--- src/rtl/fwd_ctrl.sv ---
// Operand-forwarding and load-use hazard control for the 5-stage RV32I pipeline.
// Optional load-use stall counter enabled by defining FWD_CTRL_PERF_CNT_EN.
`timescale 1ns/1ps

module fwd_ctrl #(
  parameter int REG_AW   = 5,
  parameter int ZERO_REG = 0
) (
  input  logic              clk,
  input  logic              reset,
  input  logic              hold,
  input  logic              flush,
  input  logic              ex_valid,
  input  logic [REG_AW-1:0] ex_rs1,
  input  logic              ex_rs1_en,
  input  logic [REG_AW-1:0] ex_rs2,
  input  logic              ex_rs2_en,
  input  logic [REG_AW-1:0] ex_rd,
  input  logic              ex_we,
  input  logic              ex_is_load,
  output logic [2:0]        sel1,
  output logic [2:0]        sel2,
  output logic              ld_use_stall
`ifdef FWD_CTRL_PERF_CNT_EN
  ,
  output logic [31:0]       stall_cnt
`endif
);

  localparam logic [REG_AW-1:0] ZERO_IDX = REG_AW'(ZERO_REG);

  localparam logic [2:0] SEL_RF  = 3'b001;
  localparam logic [2:0] SEL_MEM = 3'b010;
  localparam logic [2:0] SEL_WB  = 3'b100;

  typedef struct packed {
    logic              valid;
    logic [REG_AW-1:0] rd;
    logic              we;
    logic              is_load;
  } rec_t;

  rec_t mem_rec;
  rec_t wb_rec;

  logic mem_hit1, mem_hit2;
  logic wb_hit1, wb_hit2;

  function automatic logic hit(input rec_t rec, input logic [REG_AW-1:0] rs,
                               input logic rs_en, input logic vld);
    return rec.valid && rec.we && (rec.rd == rs) && (rs != ZERO_IDX) && rs_en && vld;
  endfunction

  // A MEM-stage load cannot forward yet; the stall covers it, so fall back to
  // the regfile path to keep the select one-hot.
  function automatic logic [2:0] pick(input logic m_hit, input logic w_hit,
                                      input logic m_load);
    if (m_hit)
      return m_load ? SEL_RF : SEL_MEM;
    else if (w_hit)
      return SEL_WB;
    else
      return SEL_RF;
  endfunction

  // NOTE: every signal driven in always_comb gets a default first so no path
  // leaves it unassigned; otherwise synthesis infers a latch.
  always_comb begin
    mem_hit1     = hit(mem_rec, ex_rs1, ex_rs1_en, ex_valid);
    mem_hit2     = hit(mem_rec, ex_rs2, ex_rs2_en, ex_valid);
    wb_hit1      = hit(wb_rec,  ex_rs1, ex_rs1_en, ex_valid);
    wb_hit2      = hit(wb_rec,  ex_rs2, ex_rs2_en, ex_valid);
    sel1         = pick(mem_hit1, wb_hit1, mem_rec.is_load);
    sel2         = pick(mem_hit2, wb_hit2, mem_rec.is_load);
    ld_use_stall = mem_rec.is_load && (mem_hit1 || mem_hit2);
  end

  // NOTE: state uses non-blocking assignments so WB samples the old MEM
  // record on the same edge MEM is overwritten.
  always_ff @(posedge clk) begin
    if (reset || flush) begin
      mem_rec <= '0;
      wb_rec  <= '0;
    end else if (!hold) begin
      wb_rec <= mem_rec;
      if (ld_use_stall)
        mem_rec <= '0;
      else
        mem_rec <= '{valid: ex_valid, rd: ex_rd, we: ex_we, is_load: ex_is_load};
    end
  end

`ifdef FWD_CTRL_PERF_CNT_EN
  // Saturating count of stall cycles that actually advance the pipeline.
  always_ff @(posedge clk) begin
    if (reset)
      stall_cnt <= '0;
    else if (ld_use_stall && !hold && (stall_cnt != 32'hFFFF_FFFF))
      stall_cnt <= stall_cnt + 32'd1;
  end
`endif

endmodule
--- config.mk ---
export PLATFORM = sky130hd
export DESIGN_NAME = fwd_ctrl
export DESIGN_NICKNAME = d
export VERILOG_FILES = /design/src/rtl/fwd_ctrl.sv
export SDC_FILE = /design/constraint.sdc
export NUM_CORES = 1
export LEC_CHECK = 0
export ABC_AREA = 1
export ABC_CLOCK_PERIOD_IN_PS = 2900
export CAP_MARGIN = 5
export CORE_UTILIZATION = 30
export DETAILED_ROUTE_END_ITERATION = 10
export GPL_TIMING_DRIVEN = 1
export SKIP_CTS_REPAIR_TIMING = 1
export SLEW_MARGIN = 15
export SYNTH_ARGS = -nofsm -noshare
export SYNTH_HDL_FRONTEND = slang
export SYNTH_SLANG_ARGS = --single-unit
--- constraint.sdc ---
create_clock -name clk -period 2.9 [get_ports clk]
set_clock_uncertainty 0.2 [all_clocks]
set_input_delay 0.29 -clock clk [delete_from_list [all_inputs] [get_ports clk]]
set_output_delay 0.29 -clock clk [all_outputs]
set_load 0.02 [all_outputs]
==> impl_metrics.env <==
export IMPL_num_io_pins=31
export IMPL_worst_slack_after_detailed_placement_ns=0.262
export IMPL_hold_viol=0
export IMPL_synth_largest_area_cell="sky130_fd_sc_hd__dfxtp_1"
export IMPL_area_delta_synth_final_pct=38.6
export IMPL_cts_clk_slew_worst_paths_ns=0.08
export IMPL_clk_insertion_delay_late_ns=0.28
export IMPL_ys_ff_latch=15
export IMPL_dp_hpwl_mm=1.88
export IMPL_cellLeakagePower_nw=0.580
export IMPL_detailedRoute_firstPassIterationCount=4
export IMPL_layout_setup_ws_ns=0.263
export IMPL_status="complete, no violations"
export IMPL_p_total_uw=425
export IMPL_period_share=0.909
export IMPL_drt_iter0_markers=26
export IMPL_grt_antenna_before_repair=0
export IMPL_drt_vias_per_instance=4.39
export IMPL_worst_hold_startpoint="mem_rec[1]"
export IMPL_wl_per_cell_um=9.94
export IMPL_grt_first_pass_wirelength_mm=3.97
export IMPL_final_setup_tns_ns=0
export IMPL_route_antenna_remaining_nets=0
export IMPL_max_cap_violations=0
export IMPL_cts_root_buffer_cell="sky130_fd_sc_hd__clkbuf_4"
export IMPL_postLayoutCoreUtil=0.436
export IMPL_core_region_area_sq_um=3050
export IMPL_slew_headroom=0.554
export IMPL_slowest_stage="sky130_fd_sc_hd__clkdlybuf4s50_1"
export IMPL_cts_made_buffers=3
export IMPL_timing_critical_path_arrival_ns=2.15
export IMPL_fp_dieH_um=58.6
export IMPL_critical_path_top_delay_family="buffers and inverters"
export IMPL_power_ir_vdd_worst_uv=144
export IMPL_critical_path_reg2reg_startpoint="mem_rec[3]"
export IMPL_timing_critical_path_from_type="input port"
export IMPL_totalWireLength_mm=2.27
export IMPL_portbufs=30
export IMPL_maxSlewViolCount=0
export IMPL_placementRows=20
export IMPL_die_area_sq_um=3430
export IMPL_crit_path_max_incr_delay_ns=0.52
export IMPL_number_of_buffers_between_clock_root_and_the_deepest_sink=2
export IMPL_clock_sink_count=15
export IMPL_critPathKind="in2out"
export IMPL_final_instance_area_sq_um=1330
export IMPL_report_final_setup_viol=0
export IMPL_tritoncts="built"
export IMPL_worst_ep_required_time_ns=2.41
export IMPL_grt_start_max_net_pins=27
export IMPL_grt_overflow=0
export IMPL_final_layout_size_suffix_gt1_frac=0.0435
export IMPL_hold_path_end="wb_rec[1]"
export IMPL_r2r_worst_path_cells=9
export IMPL_cp_cell_sequence="clkdlybuf4s50_1 > or2_0 > nor2_1 > nor2_1 > nand2_2 > inv_1 > nor3_4 > inv_2 > nand2_1 > inv_1 > clkdlybuf4s50_1"
export IMPL_path_buf_inv=5
export IMPL_nNetsFinal=209
export IMPL_yosysWarnings=0
export IMPL_syn_nets=177
export IMPL_hp_class="reg2reg"
export IMPL_place_congestion=0.836
export IMPL_h_tree_level_count=1
export IMPL_post_route_drc_count=0
export IMPL_period_minus_slack_ns=2.64
export IMPL_cellPowerDensity_nw_per_um2=319
export IMPL_rr_endpoint="mem_rec[7]"
export IMPL_tightest_slew_ns=0.666
export IMPL_rsz_0062_raised_after_global_routing="false"
export IMPL_number_of_distinct_library_cell_variants_in_the_gate_level_netlist_after_synthesis=20
export IMPL_synthesis_area_sq_um=960
export IMPL_post_synth_inst_count=153
export IMPL_cp_end_kind="output port"
export IMPL_seq_area_frac_synth=0.313
export IMPL_timing_hold_worst_path_depth=2
export IMPL_timing_critical_path_fanout_max=3
export IMPL_syn_area_per_cell_sq_um=6.27
export IMPL_flop2flop_setup_slack_ns=1.35
export IMPL_antenna_diode_count=0
export IMPL_vias=1000
export IMPL_grt_pass1_vias=951
export IMPL_start_util=0.314
export IMPL_fmaxAchievable_mhz=379
export IMPL_placed_cell_area_sq_um=1300
export IMPL_die_w_um=58.6
export IMPL_post_synth_main_area_contributors="sky130_fd_sc_hd__dfxtp_1, sky130_fd_sc_hd__nand2_1, sky130_fd_sc_hd__xnor2_1"
export IMPL_fill_cells=352
export IMPL_post_synth_top_area_fraction=0.313
export IMPL_grt_total_usage=0.151
-- report_power, final --
part | leakage [nW] | internal (mW) | switching [mW]
clock | 0.0150 | 0.0534 | 0.0617
combinational | 0.443 | 0.0486 | 0.0398
sequential | 0.122 | 0.213 | 0.00813
total | 0.580 | 0.315 | 0.110
-- sequential cells by signal, indices dropped and copies added, names as in the netlist --
name	flops
mem_rec	8
wb_rec	7
-- layout make-up --
class | count | area [sq um] | share of cell area
Multi-Input combinational cell | 113 | 566 | 0.425
Sequential cell | 15 | 300 | 0.226
Inverter | 22 | 82.6 | 0.0621
Clock buffer | 4 | 26.3 | 0.0198
Tap cell | 44 | 55.1 | 0.0414
Timing Repair Buffer | 30 | 300 | 0.226
-- per-stage QoR --
step | std cells | hold slack, ns
final | 228 | 0.281
after floorplan | 153 | 0.179
after detailed placement | 224 | 0.268
after CTS | 228 | 0.281
after global routing | 228 | 0.299
after global placement | 224 | 0.258
-- worst reg2reg max path, cell delays in order (launching register included) --
cell	delay (ns)
sky130_fd_sc_hd__dfxtp_1	0.40
sky130_fd_sc_hd__inv_1	0.08
sky130_fd_sc_hd__a21oi_1	0.14
sky130_fd_sc_hd__nand2_1	0.09
sky130_fd_sc_hd__nor2_1	0.11
sky130_fd_sc_hd__nand2_1	0.08
sky130_fd_sc_hd__nand2_2	0.08
sky130_fd_sc_hd__nand2_4	0.09
sky130_fd_sc_hd__nand2_1	0.09
sky130_fd_sc_hd__a21oi_1	0.06
-- worst max path at each step --
| stage | startpoint | cells after the start | endpoint |
|---|---|---|---|
| after floorplan | wb_rec[4] | 7 | sel2[0] |
| after global placement | ex_rs2[0] | 11 | sel2[0] |
| final | ex_rs2[1] | 11 | sel2[0] |
| after detailed placement | ex_rs2[1] | 11 | sel2[0] |
| after global routing | ex_rs1[2] | 11 | sel1[0] |
| after CTS | ex_rs2[1] | 11 | sel2[0] |
-- Yosys cell counts --
cell type,number
sky130_fd_sc_hd__a21oi_1,17
sky130_fd_sc_hd__buf_1,1
sky130_fd_sc_hd__clkbuf_1,2
sky130_fd_sc_hd__dfxtp_1,15
sky130_fd_sc_hd__inv_1,21
sky130_fd_sc_hd__inv_2,1
sky130_fd_sc_hd__nand2_1,43
sky130_fd_sc_hd__nand2_2,2
sky130_fd_sc_hd__nand2_4,1
sky130_fd_sc_hd__nand3_1,3
sky130_fd_sc_hd__nand4_1,1
sky130_fd_sc_hd__nor2_1,13
sky130_fd_sc_hd__nor3_1,2
sky130_fd_sc_hd__nor3_4,1
sky130_fd_sc_hd__o21ai_0,15
sky130_fd_sc_hd__o22ai_1,1
sky130_fd_sc_hd__or2_0,1
sky130_fd_sc_hd__or2_1,1
sky130_fd_sc_hd__xnor2_1,10
sky130_fd_sc_hd__xor2_1,2
-- cells by family after synthesis --
group	synth area share
buf+inv	0.0978
compound gates	0.173
xor+xnor	0.110
simple gates	0.306
flops	0.313
-- placed cells by master (no fill, tap or decap), types with 2 or more instances in the layout --
master,instances
sky130_fd_sc_hd__dfxtp_1,15
sky130_fd_sc_hd__nand2_1,43
sky130_fd_sc_hd__a21oi_1,17
sky130_fd_sc_hd__o21ai_0,15
sky130_fd_sc_hd__xnor2_1,10
sky130_fd_sc_hd__nor3_1,2
sky130_fd_sc_hd__nand3_1,3
sky130_fd_sc_hd__clkbuf_4,3
sky130_fd_sc_hd__nor2_1,13
sky130_fd_sc_hd__inv_1,21
sky130_fd_sc_hd__xor2_1,2
sky130_fd_sc_hd__clkdlybuf4s50_1,30
sky130_fd_sc_hd__nand2_2,2
-- per-layer routing --
| layer | routed length [um] | vias up | global-route usage |
|---|---|---|---|
| li1 | - | 541 | - |
| met1 | 1040 | 422 | 0.192 |
| met2 | 1050 | 30 | 0.245 |
| met3 | 96 | 7 | 0.0132 |
| met4 | 74 | 0 | 0.102 |
| met5 | 0 | - | 0 |
Power figures use the tool's default switching activity.
